===== config.mk =====
export PLATFORM = sky130hd
export DESIGN_NAME = boot_loader_ctrl
export DESIGN_NICKNAME = d
export VERILOG_FILES = /design/src/rtl/boot_loader_ctrl.sv
export SDC_FILE = /design/constraint.sdc
export NUM_CORES = 1
export LEC_CHECK = 0
export ABC_AREA = 1
export ABC_CLOCK_PERIOD_IN_PS = 11500
export CAP_MARGIN = 25
export CORE_AREA = 2 2 109 111
export DETAILED_ROUTE_END_ITERATION = 8
export DIE_AREA = 0 0 111 113
export GPL_ROUTABILITY_DRIVEN = 0
export PLACE_DENSITY = 0.71
export SLEW_MARGIN = 20
export SYNTH_ARGS = -nofsm -noshare
export SYNTH_HDL_FRONTEND = slang
export SYNTH_SLANG_ARGS = --single-unit

===== constraint.sdc =====
create_clock -name clk -period 11.5 [get_ports clk]
set_input_delay 2.3 -clock clk [delete_from_list [all_inputs] [get_ports clk]]
set_output_delay 2.3 -clock clk [all_outputs]
set_load 0.005 [all_outputs]

===== src/rtl/boot_loader_ctrl.sv =====
// UART boot loader: sync byte 0xA5, word count, little-endian words to imem, optional checksum, status ack.
// Latency: imem write one cycle after the 4th byte; ack held until tx_ready; optional BOOT_LOADER_CHECKSUM_EN.
// Backpressure: none on rx (strobe input); tx_valid/tx_data hold until tx_ready, rx ignored meanwhile.
module boot_loader_ctrl #(
    parameter int ADDR_W  = 8,
    parameter int TIMEOUT = 100000
) (
    input  logic              clk,
    input  logic              reset,
    input  logic [7:0]        rx_data,
    input  logic              rx_valid,
    output logic [7:0]        tx_data,
    output logic              tx_valid,
    input  logic              tx_ready,
    output logic              imem_we,
    output logic [ADDR_W-1:0] imem_addr,
    output logic [31:0]       imem_wdata,
    output logic              cpu_reset,
    output logic              load_done,
    output logic              error
);

    localparam int TW = $clog2(TIMEOUT + 1);

    localparam logic [2:0] S_IDLE = 3'd0;
    localparam logic [2:0] S_LEN  = 3'd1;
    localparam logic [2:0] S_DATA = 3'd2;
`ifdef BOOT_LOADER_CHECKSUM_EN
    localparam logic [2:0] S_CSUM = 3'd3;
`endif
    localparam logic [2:0] S_ACK  = 3'd4;
    localparam logic [2:0] S_RUN  = 3'd5;

    localparam logic [7:0] SYNC_BYTE = 8'hA5;
    localparam logic [7:0] ST_OK     = 8'h4B;
    localparam logic [7:0] ST_ERR    = 8'h45;

    logic [2:0]        state;
    logic [7:0]        word_total;
    logic [7:0]        word_cnt;
    logic [1:0]        byte_cnt;
    logic [23:0]       word_buf;
    logic [ADDR_W-1:0] next_addr;
    logic [TW-1:0]     tcnt;
`ifdef BOOT_LOADER_CHECKSUM_EN
    logic [7:0]        sum;
`endif

    logic timing_state;
    logic timeout_hit;

`ifdef BOOT_LOADER_CHECKSUM_EN
    assign timing_state = (state == S_LEN) || (state == S_DATA) || (state == S_CSUM);
`else
    assign timing_state = (state == S_LEN) || (state == S_DATA);
`endif
    // A byte arriving on the expiry cycle takes priority over the timeout.
    assign timeout_hit = timing_state && !rx_valid && (tcnt == TW'(TIMEOUT - 1));

    always_ff @(posedge clk or posedge reset) begin
        if (reset) begin
            state      <= S_IDLE;
            cpu_reset  <= 1'b1;
            imem_we    <= 1'b0;
            imem_addr  <= '0;
            imem_wdata <= '0;
            tx_valid   <= 1'b0;
            tx_data    <= '0;
            load_done  <= 1'b0;
            error      <= 1'b0;
            word_total <= '0;
            word_cnt   <= '0;
            byte_cnt   <= '0;
            word_buf   <= '0;
            next_addr  <= '0;
            tcnt       <= '0;
`ifdef BOOT_LOADER_CHECKSUM_EN
            sum        <= '0;
`endif
        end else begin
            imem_we <= 1'b0;

            if (timing_state && !rx_valid && !timeout_hit)
                tcnt <= tcnt + TW'(1);
            else
                tcnt <= '0;

            if (timeout_hit) begin
                error    <= 1'b1;
                byte_cnt <= '0;
                word_buf <= '0;
                state    <= S_IDLE;
            end else begin
                case (state)
                    S_IDLE: begin
                        if (rx_valid && rx_data == SYNC_BYTE) begin
                            state     <= S_LEN;
                            next_addr <= '0;
                            word_cnt  <= '0;
                            byte_cnt  <= '0;
`ifdef BOOT_LOADER_CHECKSUM_EN
                            sum       <= '0;
`endif
                        end
                    end

                    S_LEN: begin
                        if (rx_valid) begin
                            word_total <= rx_data;
                            if (rx_data == 8'd0) begin
                                state    <= S_ACK;
                                tx_valid <= 1'b1;
                                tx_data  <= ST_OK;
                            end else begin
                                state <= S_DATA;
                            end
                        end
                    end

                    S_DATA: begin
                        if (rx_valid) begin
                            byte_cnt <= byte_cnt + 2'd1;
`ifdef BOOT_LOADER_CHECKSUM_EN
                            sum      <= sum + rx_data;
`endif
                            case (byte_cnt)
                                2'd0: word_buf[7:0]   <= rx_data;
                                2'd1: word_buf[15:8]  <= rx_data;
                                2'd2: word_buf[23:16] <= rx_data;
                                default: begin
                                    imem_we    <= 1'b1;
                                    imem_wdata <= {rx_data, word_buf};
                                    imem_addr  <= next_addr;
                                    next_addr  <= next_addr + ADDR_W'(1);
                                    word_cnt   <= word_cnt + 8'd1;
                                    if (word_cnt == word_total - 8'd1) begin
`ifdef BOOT_LOADER_CHECKSUM_EN
                                        state    <= S_CSUM;
`else
                                        state    <= S_ACK;
                                        tx_valid <= 1'b1;
                                        tx_data  <= ST_OK;
`endif
                                    end
                                end
                            endcase
                        end
                    end

`ifdef BOOT_LOADER_CHECKSUM_EN
                    S_CSUM: begin
                        if (rx_valid) begin
                            state    <= S_ACK;
                            tx_valid <= 1'b1;
                            if (rx_data == sum) begin
                                tx_data <= ST_OK;
                            end else begin
                                tx_data <= ST_ERR;
                                error   <= 1'b1;
                            end
                        end
                    end
`endif

                    S_ACK: begin
                        if (tx_ready) begin
                            tx_valid <= 1'b0;
                            if (tx_data == ST_OK) begin
                                state     <= S_RUN;
                                cpu_reset <= 1'b0;
                                load_done <= 1'b1;
                                error     <= 1'b0;
                            end else begin
                                state <= S_IDLE;
                            end
                        end
                    end

                    S_RUN: begin
                        // Sync byte while running restarts a load with the core held in reset.
                        if (rx_valid && rx_data == SYNC_BYTE) begin
                            state     <= S_LEN;
                            cpu_reset <= 1'b1;
                            load_done <= 1'b0;
                            next_addr <= '0;
                            word_cnt  <= '0;
                            byte_cnt  <= '0;
`ifdef BOOT_LOADER_CHECKSUM_EN
                            sum       <= '0;
`endif
                        end
                    end

                    default: state <= S_IDLE;
                endcase
            end
        end
    end

endmodule


## Yosys cells after proc, flatten, opt, wreduce, memory -nomap -nowiden

Index checks and enable logic that the tools add are counted.

- Add/sub/neg operators: 5
- $mul: 0
- Div/mod/pow operators: 0
- $lt $le $gt $ge: 0
- Eq/ne operators: 25
- Shifts and indexed selects: 0
- Mux-type cells: 55
- Bitwise logic cells: 2
- Reduce and logical (&&, ||, !) cells: 37

Operator list:

| operator | count |
|---|---|
| $mux W8 | 13 |
| $mux W24 | 3 |
| $pmux W8 S2 | 3 |
| $mux W3 | 9 |
| $reduce_bool A2 Y1 | 11 |
| $mux W1 | 18 |
| $reduce_and A3 Y1 | 6 |
| $add A17 B1 Y17 const B | 1 |
| $eq A17 B17 Y1 const B | 1 |
| $mux W17 | 1 |
| $add A8 B1 Y8 const B | 2 |
| $ne A2 B2 Y1 const B | 6 |
| $ne A3 B3 Y1 const B | 4 |
| $pmux W3 S4 | 1 |
| $reduce_and A5 Y1 | 2 |
| $eq A8 B7 Y1 const B | 1 |
| $eq A8 B8 Y1 | 1 |
| $eq A8 B8 Y1 const B | 1 |
| $logic_not A8 Y1 | 1 |
| $reduce_and A8 Y1 | 1 |
| $sub A8 B1 Y8 const B | 1 |
| $reduce_and A7 Y1 | 1 |
| $eq A3 B3 Y1 const B | 2 |
| $mux W2 | 3 |
| other kinds (22) | 31 |

- Flip-flop bits (word level): 123
- Bits in latches: 0
- Bits in writable memories: 0
- ROM bits: 0
- Input bits: 12
- Output and inout bits: 53
- Logic and storage cells: 141
- Memories: 0

## Logic depth before layout (Yosys ltp)

- Depth after elaboration: 7
- Depth in mapped cells: 14
- Gate-level depth less buffers: 14

## Worst setup path after synthesis

No wires, ideal clock.

- Path type: input to register
- Start: input rx_valid
- End: register imem_wdata[26]
- Setup time: 0.119 ns
- Arrival time: 3.361 ns
- Setup slack: 8.020 ns
- Stages on the path: 10
- Buffers on the path: 1
- Cell sequence: inv_1 nor3_1 nand4_1 nand2_4 nand3_4 nor2_8 inv_6 buf_6 nand2_1 o21ai_2

- Cells in the longest elaborated chain, start to end: 5

Ends and longest elaborated chain:

| what | RTL line | source |
|---|---|---|
| start, declared | 11 | `input logic rx_valid,` |
| $logic_not A1 Y1 | 58 | `assign timeout_hit = timing_state && !rx_valid && (tcnt == TW'(TIMEOUT - 1));` |
| $logic_and A1 B1 Y1 (2 in a row) | 58 |  |
| $not A1 Y1 (no line) | -- |  |
| $reduce_and A4 Y1 (no line) * | -- |  |
| end signal, assigned | 132 | `imem_wdata <= {rx_data, word_buf};` |
| end, declared | 17 | `output logic [31:0] imem_wdata,` |

Every way passes the cells marked *; elsewhere a longest branch is shown, timed or not.
A chain may end at the register's enable or synchronous reset.

## Final worst setup path

- Start: input rx_valid
- End: register imem_wdata[25]

The elaborated chain is that of the path after synthesis.

==> summary.md <==
| Metric | Value |
|---|---|
| Xor/xnor cell area share of the yosys netlist | 0.0299 |
| Fmax | approximately 240 MHz |
| Multiplexer share of the synthesized area | 0 |
| First-pass GRT wire length | a little over 20000 µm |
| Total power | around 1.8 mW |
| Area Overhead vs Synth | 20.7% |
| Final min period | 4.22 ns |
| Core area | 11300 µm² |
| Hold Vio Cnt, Final | 0 |
| Worst Hold Depth | 1 |
| Synth Area in Compound Gates | 0.0990 |
| Starting density of the core | 0.495 |
| Fill cells | just over 1000 |
| Top layer in use | met4 |
| Reg clk slew, reported paths | 0.06 ns |
| Met3 wirelength from detailed routing | about 680 µm |
| Worst Hold Class | reg2reg |
| Maxcap violations | 0 |
| Fin. max-slew vios | 0 |
| Most common cell after layout, fill and taps aside | nand2_1 |
| Vias in the first global route | ~4300 |
| Sequential area share after synthesis | 0.521 |
| Critical Path Slowest Stage Cell | clkdlybuf4s50_1 |
| Total gr overflow | 0 |
| R2r startpoint | state[2] |
| Outcome | completed |
| Post-Synthesis Cells | about 650 |
| Post-route ant nets | 0 |
| RSZ-0062 raised after global routing | false |
| Crit-path leading delay family | simple AND/OR/NAND/NOR gates |
| Dpl hpwl | 8470 µm |
| Buf/Inv on CP | 3 |
| WHS Endpoint | tcnt[0] |
| Kind of critical path | in2reg |
| Post-CTS sizing | 0 |
| Worst-skew pair later-pin latency | ~0.4 ns |
| Post-synthesis cell area | 5570 µm² |
| CP cell instances | clkdlybuf4s50_1 -> inv_1 -> nor3_1 -> nand4_1 -> nand2_4 -> nand3_4 -> nor2_8 -> inv_6 -> nand2_1 -> o21ai_2 |
| Initial antenna violation count | 0 |
| Seq. cell area | between 2000 and 3000 µm² |
| Synth Area in Simple Gates | 0.253 |
| Postcts setup bufs | 0 |
| Layout Skew | between 0.007 and 0.008 ns |
| Synth cell types | 38 |
| Die width | 111 µm |
| Max Buffers Root-to-Sink | 2 |
| Reg-to-reg endpoint | imem_wdata[25] |
| Via density per instance | roughly 5.2 |
| Final setup TNS | 0 ns |
| CTS buffer count | 17 |
| Avg Cell Area, Syn | 8.56 µm² |
| Clk sink count | 116 |
| Routed wire length per instance | around 14 µm |
| Final std cell area, no fill | just under 7000 µm² |
| Final setup violation count | 0 |
| Slew headroom | 0.432 |
| Worst Path Required | between 10 and 15 ns |
| Detailed-route DRC error count | 0 |
| Placed Area | just over 6000 µm² |
| Core Rows | 39 |
| Clock Tree Root | clkbuf_16 |
| Measured slew at the worst slew-check pin | 0.853 ns |
| DR iter-0 viols | around 260 |
| Htree depth | 4 |
| Antenna cells | 0 |
| CTS tree | built |
| Full die area | 12500 µm² |
| Share of layout cells above drive strength 1 | 0.0943 |
| Reg2reg path depth | 10 |
| Synth Area in Adders | 0.0180 |
| Leakage dissipation | between 3 and 4 nW |
| Critical path peak fanout | 52 |
| Most frequent cells in the layout | nand2_1 (213), dfrtp_1 (115), clkdlybuf4s50_1 (60) |
| Warnings, synthesis | 0 |
| Hold Buf Count CTS | 0 |
| Power Density | 265 nW/µm² |
| Crit start category | primary input |
| Multi-input logic area | 2240 µm² |
| Register bit total from synthesis | between 100 and 150 |
| Wl on met1 | 5650 µm |
| Final period util | 0.367 |
| VDD IR max | between 100 and 150 µV |
| Worst R2R Setup Slack | about 9 ns |
| Tot GR Track Use | 0.204 |
| Input/output buffers | 60 |
| Largest incremental delay on the critical path | just over 0.5 ns |
| Combinational family with the most area after synthesis | simple AND/OR/NAND/NOR gates |
| Routed vias | approximately 4500 |
| Min-delay src | tcnt[0] |
| IO Count | 65 |
| Pin count of the biggest net entering global routing | 69 |
| Endpoint class of the critical path | flop |
| Critical Path AT | around 4.5 ns |
| DR WL met2 | about 5700 µm |
| Die height | between 100 and 150 µm |
| Final #Nets | around 730 |
| Final wirelength | 12300 µm |
| First-pass DRT Iterations | 5 |
cell usage after synthesis, drive strengths merged:
library cell | instances | share of area
a211oi | 2 | 0.0027
a21boi | 1 | 0.0013
a21oi | 12 | 0.015
buf | 22 | 0.032
clkbuf | 4 | 0.0027
conb | 1 | 0.00067
dfrtp | 115 | 0.52
dfstp | 1 | 0.0047
ha | 8 | 0.018
inv | 63 | 0.044
nand2 | 219 | 0.15
nand3 | 21 | 0.021
nand3b | 1 | 0.0013
nand4 | 18 | 0.020
nor2 | 49 | 0.036
nor3 | 12 | 0.011
nor3b | 4 | 0.0054
nor4 | 5 | 0.0056
o21a | 3 | 0.0040
o21ai | 62 | 0.065
o22ai | 2 | 0.0022
o31ai | 6 | 0.0081
or2 | 1 | 0.0011
xnor2 | 4 | 0.0063
xor2 | 15 | 0.024
state kept, by name (all words and copies together) (netlist names):
| signal | flops |
|---|---|
| byte_cnt | 2 |
| imem_wdata | 32 |
| tx_data | 1 |
| word_cnt | 8 |
| error | 1 |
| imem_we | 1 |
| load_done | 1 |
| word_total | 8 |
| imem_addr | 8 |
| state | 3 |
| next_addr | 8 |
| tcnt | 17 |
| tx_valid | 1 |
| cpu_reset | 1 |
| word_buf | 24 |
power by group:
group	leakage (nW)	switching, mW	internal [mW]
clock network	0.259	0.194	0.282
registers	1.53	0.107	0.547
logic	1.48	0.387	0.263
layer usage:
| layer | vias up | track usage |
|---|---|---|
| li1 | 2213 | - |
| met1 | 2136 | 0.278 |
| met2 | 128 | 0.327 |
| met3 | 15 | 0.0471 |
| met4 | 0 | 0.0700 |
| met5 | - | 0 |
cell families after synthesis:
| family | after synthesis |
|---|---|
| other | 1 |
| XOR/XNOR | 19 |
| AND/OR/NAND/NOR | 330 |
| adder cells (fa/ha/maj) | 8 |
| AO/OA/AOI/OAI | 88 |
| flip-flops | 116 |
| buffers and inverters | 89 |
worst reg2reg max path: stages (launching register included):
cell     delay [ns]
dfrtp_1        0.41
inv_1          0.15
nor2_1         0.12
a21oi_4        0.33
inv_6          0.12
nand2_4        0.12
nand3_4        0.18
nor2_8         0.41
inv_6          0.27
nand2_1        0.16
o21ai_2        0.06
worst max path at each step:
stage	start	endpoint	slack (ns)	cells after the start
after floorplan	reset	byte_cnt[0]	6.13	1
after CTS	rx_valid	imem_wdata[31]	7.27	10
after detailed placement	rx_valid	imem_wdata[24]	6.87	10
after global routing	rx_valid	imem_addr[3]	7.07	10
after global placement	rx_valid	imem_addr[4]	6.90	10
final	rx_valid	imem_wdata[25]	7.28	10
area by class of cell:
| cell class | instances | share of cell area |
|---|---|---|
| well taps | 143 | 0.0266 |
| multi-input cells | 449 | 0.334 |
| flip-flops and latches | 116 | 0.432 |
| clock inverters | 14 | 0.0153 |
| inverters | 63 | 0.0370 |
| repair buffers | 61 | 0.0904 |
| clock buffers | 18 | 0.0653 |
metrics by stage:
stage / hold WS [ns] / setup WS (ns) / util / cells
6_report: 0.459 / 7.28 / 0.597 / 864
5_1_grt: 0.491 / 7.07 / 0.597 / 864
4_1_cts: 0.462 / 7.27 / 0.597 / 864
3_5_place_dp: 0.454 / 6.87 / 0.549 / 832
3_3_place_gp: 0.449 / 6.90 / 0.549 / 832
2_1_floorplan: 0.433 / 6.13 / - / 654
No activity file was read; power rests on OpenSTA's default activity.
